[src/rtl/genesis_pad_responder.sv]
// Pad side of the Genesis/SMS controller port: emulates an SMS, 3-button or 6-button pad on six active-low data lines.
// Latency: TH edge to pins SYNC_STAGES+1 cycles, buttons to pins 1 cycle; no backpressure, the console samples whenever it likes.
module genesis_pad_responder #(
  parameter int TIMEOUT_CYCLES = 75000,
  parameter int SYNC_STAGES    = 2
) (
  input  logic        iCLK,
  input  logic        iRESET,
  input  logic [1:0]  iPADTYPE,
  input  logic        iSELECT,
  input  logic [11:0] iBUTTONS,
  output logic [5:0]  oGENPAD,
  output logic [2:0]  oPHASE
);

  typedef enum logic [1:0] {
    PAD_SMS  = 2'b00,
    PAD_3BTN = 2'b01,
    PAD_6BTN = 2'b10,
    PAD_NONE = 2'b11
  } pad_type_e;

  localparam logic [16:0] TMO_MAX = 17'(TIMEOUT_CYCLES);

  logic [SYNC_STAGES-1:0] sync_q;
  logic                   sel_d;
  logic                   sel_s;
  logic                   sel_edge;
  logic                   sel_rise;
  logic [1:0]             type_q;
  logic                   type_chg;
  pad_type_e              pad_type;
  logic [16:0]            tmo_q;
  logic [16:0]            tmo_n;
  logic                   to_hit;
  logic [2:0]             phase_n;
  logic [5:0]             std_hi;
  logic [5:0]             std_lo;
  logic [5:0]             std_vec;
  logic [5:0]             pad_vec;

  assign sel_s    = sync_q[SYNC_STAGES-1];
  assign sel_edge = sel_s ^ sel_d;
  assign sel_rise = sel_s & ~sel_d;
  assign pad_type = pad_type_e'(iPADTYPE);
  assign type_chg = (iPADTYPE != type_q);

  // Button order {Z,Y,X,M,S,C,B,A,U,D,L,R}; vectors are active-high before the final inversion
  assign std_hi  = {iBUTTONS[6], iBUTTONS[5], iBUTTONS[3], iBUTTONS[2], iBUTTONS[1], iBUTTONS[0]};
  assign std_lo  = {iBUTTONS[7], iBUTTONS[4], iBUTTONS[3], iBUTTONS[2], 2'b11};
  assign std_vec = sel_s ? std_hi : std_lo;

  always_comb begin
    to_hit  = (tmo_q == TMO_MAX);
    phase_n = 3'd0;
    tmo_n   = 17'd0;
    // A type switch discards any in-flight edge and restarts the sequencer
    if (pad_type == PAD_6BTN && !type_chg) begin
      phase_n = to_hit ? 3'd0 : oPHASE;
      if (sel_edge) begin
        phase_n = phase_n + 3'd1;
      end
      tmo_n = (sel_rise || to_hit) ? 17'd0 : tmo_q + 17'd1;
    end
  end

  always_comb begin
    pad_vec = 6'b000000;
    case (pad_type)
      PAD_SMS:  pad_vec = std_hi;
      PAD_3BTN: pad_vec = std_vec;
      PAD_6BTN: begin
        case (phase_n)
          3'd3:    pad_vec = {iBUTTONS[7], iBUTTONS[4], 4'b1111};
          3'd4:    pad_vec = {iBUTTONS[6], iBUTTONS[5], iBUTTONS[11], iBUTTONS[10], iBUTTONS[9], iBUTTONS[8]};
          3'd5:    pad_vec = {iBUTTONS[7], iBUTTONS[4], 4'b0000};
          default: pad_vec = std_vec;
        endcase
      end
      default:  pad_vec = 6'b000000;
    endcase
  end

  always_ff @(posedge iCLK) begin
    if (iRESET) begin
      sync_q  <= '1;
      sel_d   <= 1'b1;
      type_q  <= PAD_NONE;
      tmo_q   <= 17'd0;
      oPHASE  <= 3'd0;
      oGENPAD <= 6'b111111;
    end else begin
      sync_q  <= {sync_q[SYNC_STAGES-2:0], iSELECT};
      sel_d   <= sel_s;
      type_q  <= iPADTYPE;
      tmo_q   <= tmo_n;
      oPHASE  <= phase_n;
      oGENPAD <= ~pad_vec;
    end
  end

endmodule

[config.mk]
export PLATFORM = sky130hd
export DESIGN_NAME = genesis_pad_responder
export DESIGN_NICKNAME = d
export VERILOG_FILES = /design/src/rtl/genesis_pad_responder.sv
export SDC_FILE = /design/constraint.sdc
export NUM_CORES = 1
export LEC_CHECK = 0
export BUFFER_PORTS_ARGS = -buffer_cell sky130_fd_sc_hd__buf_4
export CAP_MARGIN = 10
export CORE_UTILIZATION = 56
export DETAILED_ROUTE_END_ITERATION = 8
export PLACE_DENSITY = 0.78
export SKIP_CTS_REPAIR_TIMING = 1
export SLEW_MARGIN = 20
export SYNTH_ARGS = -nofsm -noshare
export SYNTH_HDL_FRONTEND = slang
export SYNTH_SLANG_ARGS = --single-unit
[constraint.sdc]
create_clock -name iCLK -period 4.6 [get_ports iCLK]
set_input_delay 0.46 -clock iCLK [delete_from_list [all_inputs] [get_ports iCLK]]
set_output_delay 0.46 -clock iCLK [all_outputs]
set_load 0.005 [all_outputs]
[After elaboration in Yosys (flattened, before gate mapping)]
Cells that the tools add are included.
Storage, ports and cells
  word-level logic and storage cells: 31
  output and inout port bits: 9
  flip-flop bits (word level): 31
Operators by class
  equality and inequality tests: 7
  $add $sub $neg: 2
  multiplexer cells: 6
  bitwise gates (word level): 5
  reductions and logical operators: 5
Operator list (count)
  case mux 6 bit (3 select lines): 2
  adder 17 x 1 -> 17 bit (second input constant): 1
  equality test 17 bit (second input constant): 1
  two-way mux 3 bit: 3
  equality test 3 bit (second input constant): 2
  two-way mux 6 bit: 1
  inverter 6 bit: 1
  adder 3 x 1 -> 3 bit (second input constant): 1
  equality test 3 x 2 -> 1 bit (second input constant): 1
  OR reduction 3 bit: 1
  equality test 2 x 1 -> 1 bit (second input constant): 1
  equality test 2 bit (second input constant): 1
  zero test 2 bit: 1
  inequality test 2 bit: 1
  inverter 1 bit: 2
  bitwise AND 1 bit: 1
  logical AND 1 bit: 1
  zero test 1 bit: 1
  logical OR 1 bit: 1
  XOR 1 bit: 1

[Logic depth before layout (Yosys ltp)]
Gate-level depths: netlist of the first run.
  word-level depth: 9
  depth in mapped cells: 13
  mapped depth without buffers: 12

[Worst setup path after synthesis of the first run]
Ideal clock, no wire load.
  kind: register to register
  start: register tmo_q[8]
  end: register oGENPAD[4]
  data arrival time: 3.368 ns
  period minus slack after synthesis: 3.500 ns
  stages on the path, launching flop included: 11
  buffers on the path: 0
  path slack: 1.100 ns
  path through: dfxtp_1 -> or4b_4 -> nor4_4 -> and2b_2 -> ha_1 -> mux2i_2 -> nor2_1 -> and3_1 -> or4_2 -> a2bb2oi_2 -> a221oi_1
On the way
  longest elaborated chain between the ends: 9
  elaborated cells on any way between the ends: 11
  classes of those cells: 1 x add/sub; 4 x eq/ne; 5 x mux; 1 x bitwise
Ends and longest elaborated chain
  start, declared: RTL line 33  | logic [16:0] tmo_q;
  start signal, assigned: RTL line 96  | tmo_q <= tmo_n;
  equality test 17 bit *: RTL line 54  | to_hit = (tmo_q == TMO_MAX);
  two-way mux 3 bit *: RTL line 59  | phase_n = to_hit ? 3'd0 : oPHASE;
  adder 3 x 1 -> 3 bit: RTL line 61  | phase_n = phase_n + 3'd1;
  two-way mux 3 bit *: RTL line 60  | if (sel_edge) begin
  two-way mux 3 bit *: RTL line 58  | if (pad_type == PAD_6BTN && !type_chg) begin
  equality test 3 bit / equality test 3 x 2 -> 1 bit (equally long branches): RTL line 73  | case (phase_n)
  case mux 6 bit (3 select lines) *: RTL line 73
  case mux 6 bit (3 select lines) *: RTL line 69  | case (pad_type)
  inverter 6 bit *: RTL line 98  | oGENPAD <= ~pad_vec;
  end signal, assigned: RTL line 98
  end, declared: RTL line 12  | output logic [5:0] oGENPAD,
Mark *: on every way between the ends. The rest lies on a longest branch, timed or not.
A chain may end at the register's enable or synchronous reset.

[Final worst setup path of the first run]
Same ends and word-level chain as after synthesis.

==> flow_summary.ini, run 1 <==
[sta]
timing.slew.headroom = 0.590
fin_worst_hold_slack_ps = 306
worst_pin_slew_ps = 610
clock.fmax_mhz = 258
finalSetupViolCount = 0
timing.final.hold_violations = 0
final.setup.tns_ps = 0
skew_ps = 11.7
unrepaired_setup_endpoints_after_global_routing = no
post_layout_min_period_ps = 3870
min_period_over_period = 0.842
max_slew_violations = 0

[die]
die-area_sq_mm = 0.00343
core_area_sq_mm = 0.00305
fp.dieW_um = 58.6
start_util = 0.587
die_y_um = 58.6
placement_rows = 20
io_pins = 26

[critical_path]
worstReg2RegStart = tmo_q[8]
endpoint_kind = flip-flop
timing.critical_path.arrival_ps = 4080
critPathRequiredTime_ps = 4810
worst_path_largest_cell_delay_ps = 620
timing.critical_path.slowest_stage_cell = sky130_fd_sc_hd__or4_2
start_kind = flip-flop
path_cells = or4b_4 > nor4_4 > and2b_2 > ha_1 > mux2i_2 > nor2_1 > and3_1 > or4_2 > a2bb2oi_2 > a221oi_1
crit_start = tmo_q[8]
category_of_the_critical_setup_timing_path = flip-flop to flip-flop
crit_path_max_fanout = 10

[grt]
antenna_found_initial = 0
global_route.usage.total = 0.236
wire_length_of_the_first_global_routing_pass_um = 6220
met2_global_route_usage = 0.378
grt_start_max_net_pins = 18
globalRouteMet1Util = 0.313
grt_overflow_total = 0
grt-busiest-layer = met2
vias_in_the_first_global_route = 1408
grt.met3_usage = 0.0527

[routing]
routed_wirelength_um = 3690
detail-route-antenna-nets = 0
drc_errors = 0
route.detailed.wl_per_inst_um = 13.3
drt_pass1_iterations = 4
count_of_routing_violations_after_the_opening_detailed_route_iteration = 63
detail_route.vias_per_cell = 5.63
num_vias = 1566

[min_path]
min-delay-start = iBUTTONS[2]
min-delay-path-class = input port to flip-flop

[synth]
ys_warnings = 0
post_synth_inst_count = 207
synthDistinctLibCells = 53
synth-seq-cells = 31
netlist_area_sq_mm = 0.00179
postSynth.topFlopCell = sky130_fd_sc_hd__dfxtp_1
synth_top_area_cell = sky130_fd_sc_hd__dfxtp_1
postSynth.asyncResetShare = 0
syn-num-nets = 228
netlist_top_cells_area = sky130_fd_sc_hd__dfxtp_1 (35%), sky130_fd_sc_hd__nor2_1 (5.4%), sky130_fd_sc_hd__xor2_1 (4.4%)
synth_top_area_frac = 0.346
avgSynthCellArea_sq_um = 8.66
sequential_area_share_after_synthesis = 0.346
post_synth_edffs = 0

[power]
power.ir.vdd_worst_uv = 127
leakagePower_nw = 0.735
power.density_mw_per_mm2 = 229

[placement]
dpl.hpwl_um = 2780
place_inst = 270
gpl.final_weighted_congestion = 0.894
dpl_cell_area_sq_mm = 0.00200
port_buffers = 25

[clock_tree]
ctsRootBufferMaster = sky130_fd_sc_hd__clkbuf_4
worst_skew_pair_latency_ps = 330
cts_max_path_buffers = 2
cts_inserted_buffers = 5
clkSinkCount = 31
htreeDepth = 2
path_clk_slew_ps = 100
tritoncts_clock_tree = yes

[layout]
final_core_util = 0.674
layout_common_cells = sky130_fd_sc_hd__dfxtp_1 (31), sky130_fd_sc_hd__nor2_1 (26), sky130_fd_sc_hd__buf_4 (25), sky130_fd_sc_hd__a21oi_1 (15), sky130_fd_sc_hd__nand2_1 (15)
insertedDiodeCount = 0
drive_above_1_share = 0.239
design.final.nets = 254
final_cell_count_no_fill = 278
final_cell_area_sq_mm = 0.00206
area_delta_synth_final_pct = 14.8
layout.cells.most_common = sky130_fd_sc_hd__dfxtp_1

[run_status]
run_status = finished, final reports clean

[run]
max_cap_violations = 0
==> Yosys cell counts (all sizes together), types with 2 or more instances <==
master,count
and2,3
a221oi,3
and3,4
ha,4
xor2,9
xnor2,6
or2,5
or3,7
a21oi,15
mux2i,3
nor2,27
dfxtp,31
nand3b,2
nand2,15
nand2b,6
buf,4
a211o,2
nand3,7
nor3,2
o41ai,2
nor2b,3
nand4bb,2
clkbuf,2
a22oi,2
inv,10
o21ai,9
nand4,4
nand4b,2
==> power by group <==
group	leakage, nW	switching [mW]	internal [mW]
clock	0.0347	0.0948	0.0568
combinational	0.448	0.0194	0.0235
sequential	0.252	0.00268	0.274
total	0.735	0.117	0.354
==> logic make-up after synthesis <==
kind of cell / after synthesis / share of synthesized area
flops: 31 / 0.346
fa+ha+maj: 4 / 0.0279
compound gates: 41 / 0.173
buf+inv: 16 / 0.0377
mux: 4 / 0.0272
simple gates: 96 / 0.314
xor+xnor: 15 / 0.0733
==> sequential cells by signal (all words and copies together) (netlist names) <==
signal	flops
oGENPAD	6
oPHASE	3
sel_d	1
sync_q	2
tmo_q	17
type_q	2
==> per-layer routing <==
layer  wire [um]  vias up
li1            -      780
met1        1860      751
met2        1670       30
met3         103        5
met4          46        0
met5           0        -
==> per-stage QoR <==
step | setup slack, ps | power, mW
finish | 728 | 0.471
global route | 497 | 0.493
CTS | 792 | 0.474
detailed placement | 810 | 0.326
global placement | 888 | 0.324
floorplan | 1100 | 0.304
==> layout make-up <==
class | count | area, sq um
clock buffers | 5 | 37.5
clock inverters | 3 | 15.0
inverters | 10 | 37.5
fillers | 253 | 996
well taps | 44 | 55.1
flip-flops and latches | 31 | 621
repair buffers | 25 | 188
multi-input cells | 160 | 1100
==> critical path, delay by kind of cell, from the launching register on <==
family                     cells  cell delay [ps]
adders and majority gates      1              330
AOI/OAI and AO/OA              2              260
and+or+nand+nor                6             2400
DFF                            1              370
muxes                          1              390
==> path summary, 6_finish.rpt <==
kind                endpoint  slack, ps  depth (start not counted)
setup / recovery  oGENPAD[4]        730                         10
hold / removal    oGENPAD[2]        310                          2
hold reg to reg    sync_q[1]        420                          1
setup reg to reg  oGENPAD[4]        730                         10
Power figures use the tool's default switching activity.
==> inputs of run 2 (changes only) <==
- CORE_UTILIZATION: 56 -> 51
- PLACE_DENSITY: 0.78 -> 0.75
- clock period: 4.6 -> 3.4 ns (I/O delays scaled with it)
==> run 2 against run 1 <==
  * Power rose by 36%
  * Cell area rose by 1.6%
  * Sequential cell count unchanged
  * Global-route usage is 2.9 points lower
  * Critical path type unchanged
  * Critical endpoint unchanged
  * Largest power group unchanged
==> flow_summary.ini, run 2 (synthesis gave the netlist of run 1 again) <==
[power]
power.density_mw_per_mm2 = 306
power.ir.vdd_worst_uv = 112
comb_power_share = 0.091
internal_power_uw = 483
leakagePower_nw = 0.745
share_of_power_burned_in_registers = 0.586
switching_power_uw = 156
clockPowerShare = 0.323
power.total_uw = 639
sw_frac_of_total = 0.244

[layout]
layout_top_registers = tmo_q: 17 flops, oGENPAD: 6 flops, oPHASE: 3 flops
final_core_util = 0.622
layout_common_cells = sky130_fd_sc_hd__dfxtp_1 (31), sky130_fd_sc_hd__buf_4 (28), sky130_fd_sc_hd__nor2_1 (25), sky130_fd_sc_hd__a21oi_1 (15), sky130_fd_sc_hd__nand2_1 (15)
seqCellArea_sq_um = 621
drive_above_1_share = 0.245
total_area_of_multi_input_combinational_cells_sq_mm = 0.00111
area_delta_synth_final_pct = 16.7
fillCellCount = 316
final_cell_count_no_fill = 283
final_cell_area_sq_mm = 0.00209
largest_register_ffs = 17
layout.cells.most_common = sky130_fd_sc_hd__dfxtp_1
insertedDiodeCount = 0
design.final.nets = 257
regMostFlops = tmo_q

[clock_tree]
worst_skew_pair_latency_ps = 330
ctsRootBufferMaster = sky130_fd_sc_hd__clkbuf_4
cts_inserted_buffers = 5
tritoncts_clock_tree = yes
clkSinkCount = 31
htreeDepth = 2
cts_max_path_buffers = 2
path_clk_slew_ps = 100

[critical_path]
worst_path_largest_cell_delay_ps = 610
category_of_the_critical_setup_timing_path = flip-flop to flip-flop
path_cells = inv_1 > ha_1 > nand4b_1 > nor4_4 > and2b_2 > ha_1 > mux2i_4 > nor2_2 > and3_1 > or4_2 > a2bb2oi_2 > a221oi_1
crit_path_max_fanout = 4
worstReg2RegStart = tmo_q[0]
r2r-end = oGENPAD[4]
worst_r2r_path_depth = 12
endpoint_kind = flip-flop
start_kind = flip-flop
path_common_cell = sky130_fd_sc_hd__ha_1
critPathRequiredTime_ps = 3620
timing.critical_path.slowest_stage_cell = sky130_fd_sc_hd__or4_2
timing.critical_path.arrival_ps = 3410
reg2reg_setup_slack_ps = 210

[die]
start_util = 0.533
placement_rows = 21
core_area_sq_mm = 0.00336
fp.dieW_um = 61.3
die_y_um = 61.3
io_pins = 26
die-area_sq_mm = 0.00375

[routing]
drt_pass1_iterations = 4
detail-route-antenna-nets = 0
route.detailed.wl_per_inst_um = 13.0
routed_wirelength_um = 3690
num_vias = 1514
detail_route.vias_per_cell = 5.35
count_of_routing_violations_after_the_opening_detailed_route_iteration = 44
drc_errors = 0

[grt]
grt_overflow_total = 0
wire_length_of_the_first_global_routing_pass_um = 5670
met2_global_route_usage = 0.301
globalRouteMet1Util = 0.293
antenna_found_initial = 0
vias_in_the_first_global_route = 1256
grt_start_max_net_pins = 18
global_route.usage.total = 0.207
grt-busiest-layer = met2
grt.met3_usage = 0.0378

[sta]
finalSetupViolCount = 0
final.setup.tns_ps = 0
timing.slew.headroom = 0.685
worst_pin_slew_ps = 471
skew_ps = 7.80
max_slew_violations = 0
min_period_over_period = 0.939
post_layout_min_period_ps = 3190
timing.final.hold_violations = 0
unrepaired_setup_endpoints_after_global_routing = no
setup_slack_ps = 207
clock.fmax_mhz = 313
fin_worst_hold_slack_ps = 172

[run]
max_cap_violations = 0

[min_path]
hold_crit_endpoint = oGENPAD[3]
min-delay-path-class = input port to flip-flop
hold_path_depth = 2
min-delay-start = iBUTTONS[3]

[placement]
pre_cts_slack_ps = 199
dpl_cell_area_sq_mm = 0.00204
port_buffers = 25
gpl.final_weighted_congestion = 0.846
place_inst = 275
dpl.hpwl_um = 2700

[run_status]
run_status = finished, final reports clean
[run 2: cell types whose count changed in the layout (fill, tap and decap cells not counted), sizes merged]
cell and delta:
buf +3, clkbuf +2, clkinv -2
[run 2: worst max-delay path by stage]
stage | depth (start not counted) | start | slack [ps] | to
2_1_floorplan | 12 | tmo_q[0] | 50 | oGENPAD[4]
3_3_place_gp | 12 | tmo_q[0] | 290 | oGENPAD[5]
3_5_place_dp | 12 | tmo_q[0] | 200 | oGENPAD[4]
4_1_cts | 12 | tmo_q[0] | 170 | oGENPAD[4]
5_1_grt | 12 | tmo_q[0] | 50 | oGENPAD[4]
6_report | 12 | tmo_q[0] | 210 | oGENPAD[4]
[run 2: worst max-delay path, delay by kind of cell, from the launching register on]
family / cells / cell delay (ps)
and+or+nand+nor: 6 / 1730
adders and majority gates: 2 / 500
DFF: 1 / 340
AOI/OAI and AO/OA: 2 / 250
muxes: 1 / 170
buffers and inverters: 1 / 80
[run 2: power by group through the flow]
stage	combinational [mW]	sequential [mW]	clock, mW
after floorplan	0.0293	0.382	0
after global placement	0.0579	0.383	0
after detailed placement	0.0581	0.383	0
after CTS	0.0583	0.375	0.210
after global routing	0.0638	0.376	0.220
final	0.0581	0.375	0.207
[run 2: final cells by class]
class,count,area share
timing repair buffer,28,0.101
tap,46,0.0275
sequential,31,0.297
inverter,10,0.0180
clock inverter,1,0.00239
clock buffer,7,0.0215
multi-input combinational,160,0.533
[run 2: layer usage]
layer,wire length [um],vias to the layer above
met1,1890,690
met3,152,5
met4,53,0
met5,0,-
li1,-,787
met2,1590,32
==> inputs of run 3 (changes only) <==
- CORE_UTILIZATION: 51 -> 32
- PLACE_DENSITY: 0.75 -> unset
==> run 3 against run 2 <==
  * Worst hold slack better by 57 ps
  * Register-to-register slack improved by 20 ps
  * Sequential share of layout area fell by 1.2 points
  * Fmax is 0.48% higher
  * Power grew 17%
  * Clock skew is 2.3 ps lower
  * Largest power group unchanged
==> flow_summary.ini, run 3 (synthesis gave the netlist of run 1 again) <==
[power]
leakagePower_nw = 0.773
power.ir.vdd_worst_uv = 120
power.total_uw = 749
power.density_mw_per_mm2 = 344

[sta]
worst_pin_slew_ps = 486
timing.slew.headroom = 0.676
post_layout_min_period_ps = 3180
final.setup.tns_ps = 0
finalSetupViolCount = 0
min_period_over_period = 0.935
skew_ps = 5.49
timing.final.hold_violations = 0
clock.fmax_mhz = 315
max_slew_violations = 0
fin_worst_hold_slack_ps = 230
unrepaired_setup_endpoints_after_global_routing = no
setup_slack_ps = 222

[layout]
seqCellArea_sq_um = 621
total_area_of_multi_input_combinational_cells_sq_mm = 0.00111
drive_above_1_share = 0.248
layout_top_registers = tmo_q: 17 flops, oGENPAD: 6 flops, oPHASE: 3 flops
regMostFlops = tmo_q
design.final.nets = 258
largest_register_ffs = 17
area_delta_synth_final_pct = 21.4
fillCellCount = 506
layout_common_cells = sky130_fd_sc_hd__dfxtp_1 (31), sky130_fd_sc_hd__buf_4 (29), sky130_fd_sc_hd__nor2_1 (26), sky130_fd_sc_hd__a21oi_1 (15), sky130_fd_sc_hd__nand2_1 (15)
final_core_util = 0.415
insertedDiodeCount = 0
layout.cells.most_common = sky130_fd_sc_hd__dfxtp_1

[grt]
antenna_found_initial = 0
wire_length_of_the_first_global_routing_pass_um = 6310
global_route.usage.total = 0.136
grt_start_max_net_pins = 18
grt_overflow_total = 0
vias_in_the_first_global_route = 1386

[critical_path]
worst_r2r_path_depth = 10
path_common_cell = sky130_fd_sc_hd__nor2_1
worst_path_largest_cell_delay_ps = 650
timing.critical_path.arrival_ps = 3330
worstReg2RegStart = tmo_q[8]
crit_path_max_fanout = 5
reg2reg_setup_slack_ps = 220
critPathRequiredTime_ps = 3550
path_cells = or4b_4 > o41ai_2 > inv_1 > ha_1 > mux2i_4 > nor2_1 > nor2_1 > or4_2 > a2bb2oi_2 > a221oi_1
r2r-end = oGENPAD[5]
category_of_the_critical_setup_timing_path = flip-flop to flip-flop
start_kind = flip-flop
endpoint_kind = flip-flop
timing.critical_path.slowest_stage_cell = sky130_fd_sc_hd__or4_2

[min_path]
min-delay-path-class = input port to flip-flop
min-delay-start = iBUTTONS[3]
hold_path_depth = 2
hold_crit_endpoint = oGENPAD[3]

[routing]
detail_route.vias_per_cell = 4.95
drt_pass1_iterations = 4
detail-route-antenna-nets = 0
num_vias = 1524
routed_wirelength_um = 3770
drc_errors = 0
route.detailed.wl_per_inst_um = 12.2
count_of_routing_violations_after_the_opening_detailed_route_iteration = 122

[placement]
pre_cts_slack_ps = 233
gpl.final_weighted_congestion = 0.774
dpl.hpwl_um = 2810
port_buffers = 25

[clock_tree]
path_clk_slew_ps = 60
ctsRootBufferMaster = sky130_fd_sc_hd__clkbuf_8
htreeDepth = 2
worst_skew_pair_latency_ps = 280
clkSinkCount = 31
cts_inserted_buffers = 5
tritoncts_clock_tree = yes
cts_max_path_buffers = 2

[die]
fp.dieW_um = 76.8
start_util = 0.342
die_y_um = 76.8
die-area_sq_mm = 0.00590
io_pins = 26
core_area_sq_mm = 0.00524
placement_rows = 26

[run]
max_cap_violations = 0

[run_status]
run_status = finished, final reports clean
## run 3: cell count changes in the layout (fill, tap and decap cells not counted), sizes merged
cell    change
clkbuf      +1
buf         +1
clkinv      -1
## run 3: worst max-delay path by stage
stage | to | slack [ps] | cells after the start | from
detailed placement | oGENPAD[5] | 230 | 12 | tmo_q[0]
global placement | oGENPAD[4] | 290 | 12 | tmo_q[0]
floorplan | oGENPAD[4] | 50 | 12 | tmo_q[0]
finish | oGENPAD[5] | 220 | 10 | tmo_q[8]
global route | oGENPAD[4] | 10 | 12 | tmo_q[0]
CTS | oGENPAD[5] | 210 | 12 | tmo_q[0]
## run 3: power by group
group          switching (mW)  total [mW]  internal (mW)
Sequential            0.00375       0.375          0.371
Combinational          0.0269      0.0590         0.0321
Clock                   0.131       0.315          0.184
Total                   0.161       0.749          0.588
## run 3: stage by stage
stage	std cells	cell area [sq um]
after global placement	300	2080
after global routing	308	2180
final	308	2180
after CTS	308	2180
after floorplan	207	1800
after detailed placement	300	2080
## run 3: cell type report
| type | instances | share of cell area |
|---|---|---|
| sequential | 31 | 0.285 |
| multi-input combinational | 160 | 0.511 |
| inverter | 10 | 0.0173 |
| clock buffer | 8 | 0.0460 |
| timing repair buffer | 29 | 0.100 |
| tap | 70 | 0.0403 |
## run 3: per-layer routing
layer,share of wire,vias to the layer above,track usage
li1,-,789,-
met1,0.53,704,0.186
met2,0.41,24,0.198
met3,0.042,7,0.0345
met4,0.017,0,0.0635
met5,0,-,0
## run 3: critical path, delay by kind of cell, from the launching register on
family	cells	cell delay, ps
flip-flops	1	350
adder cells (fa/ha/maj)	1	360
buffers and inverters	1	90
AO/OA/AOI/OAI	3	630
AND/OR/NAND/NOR	4	1540
multiplexers	1	80
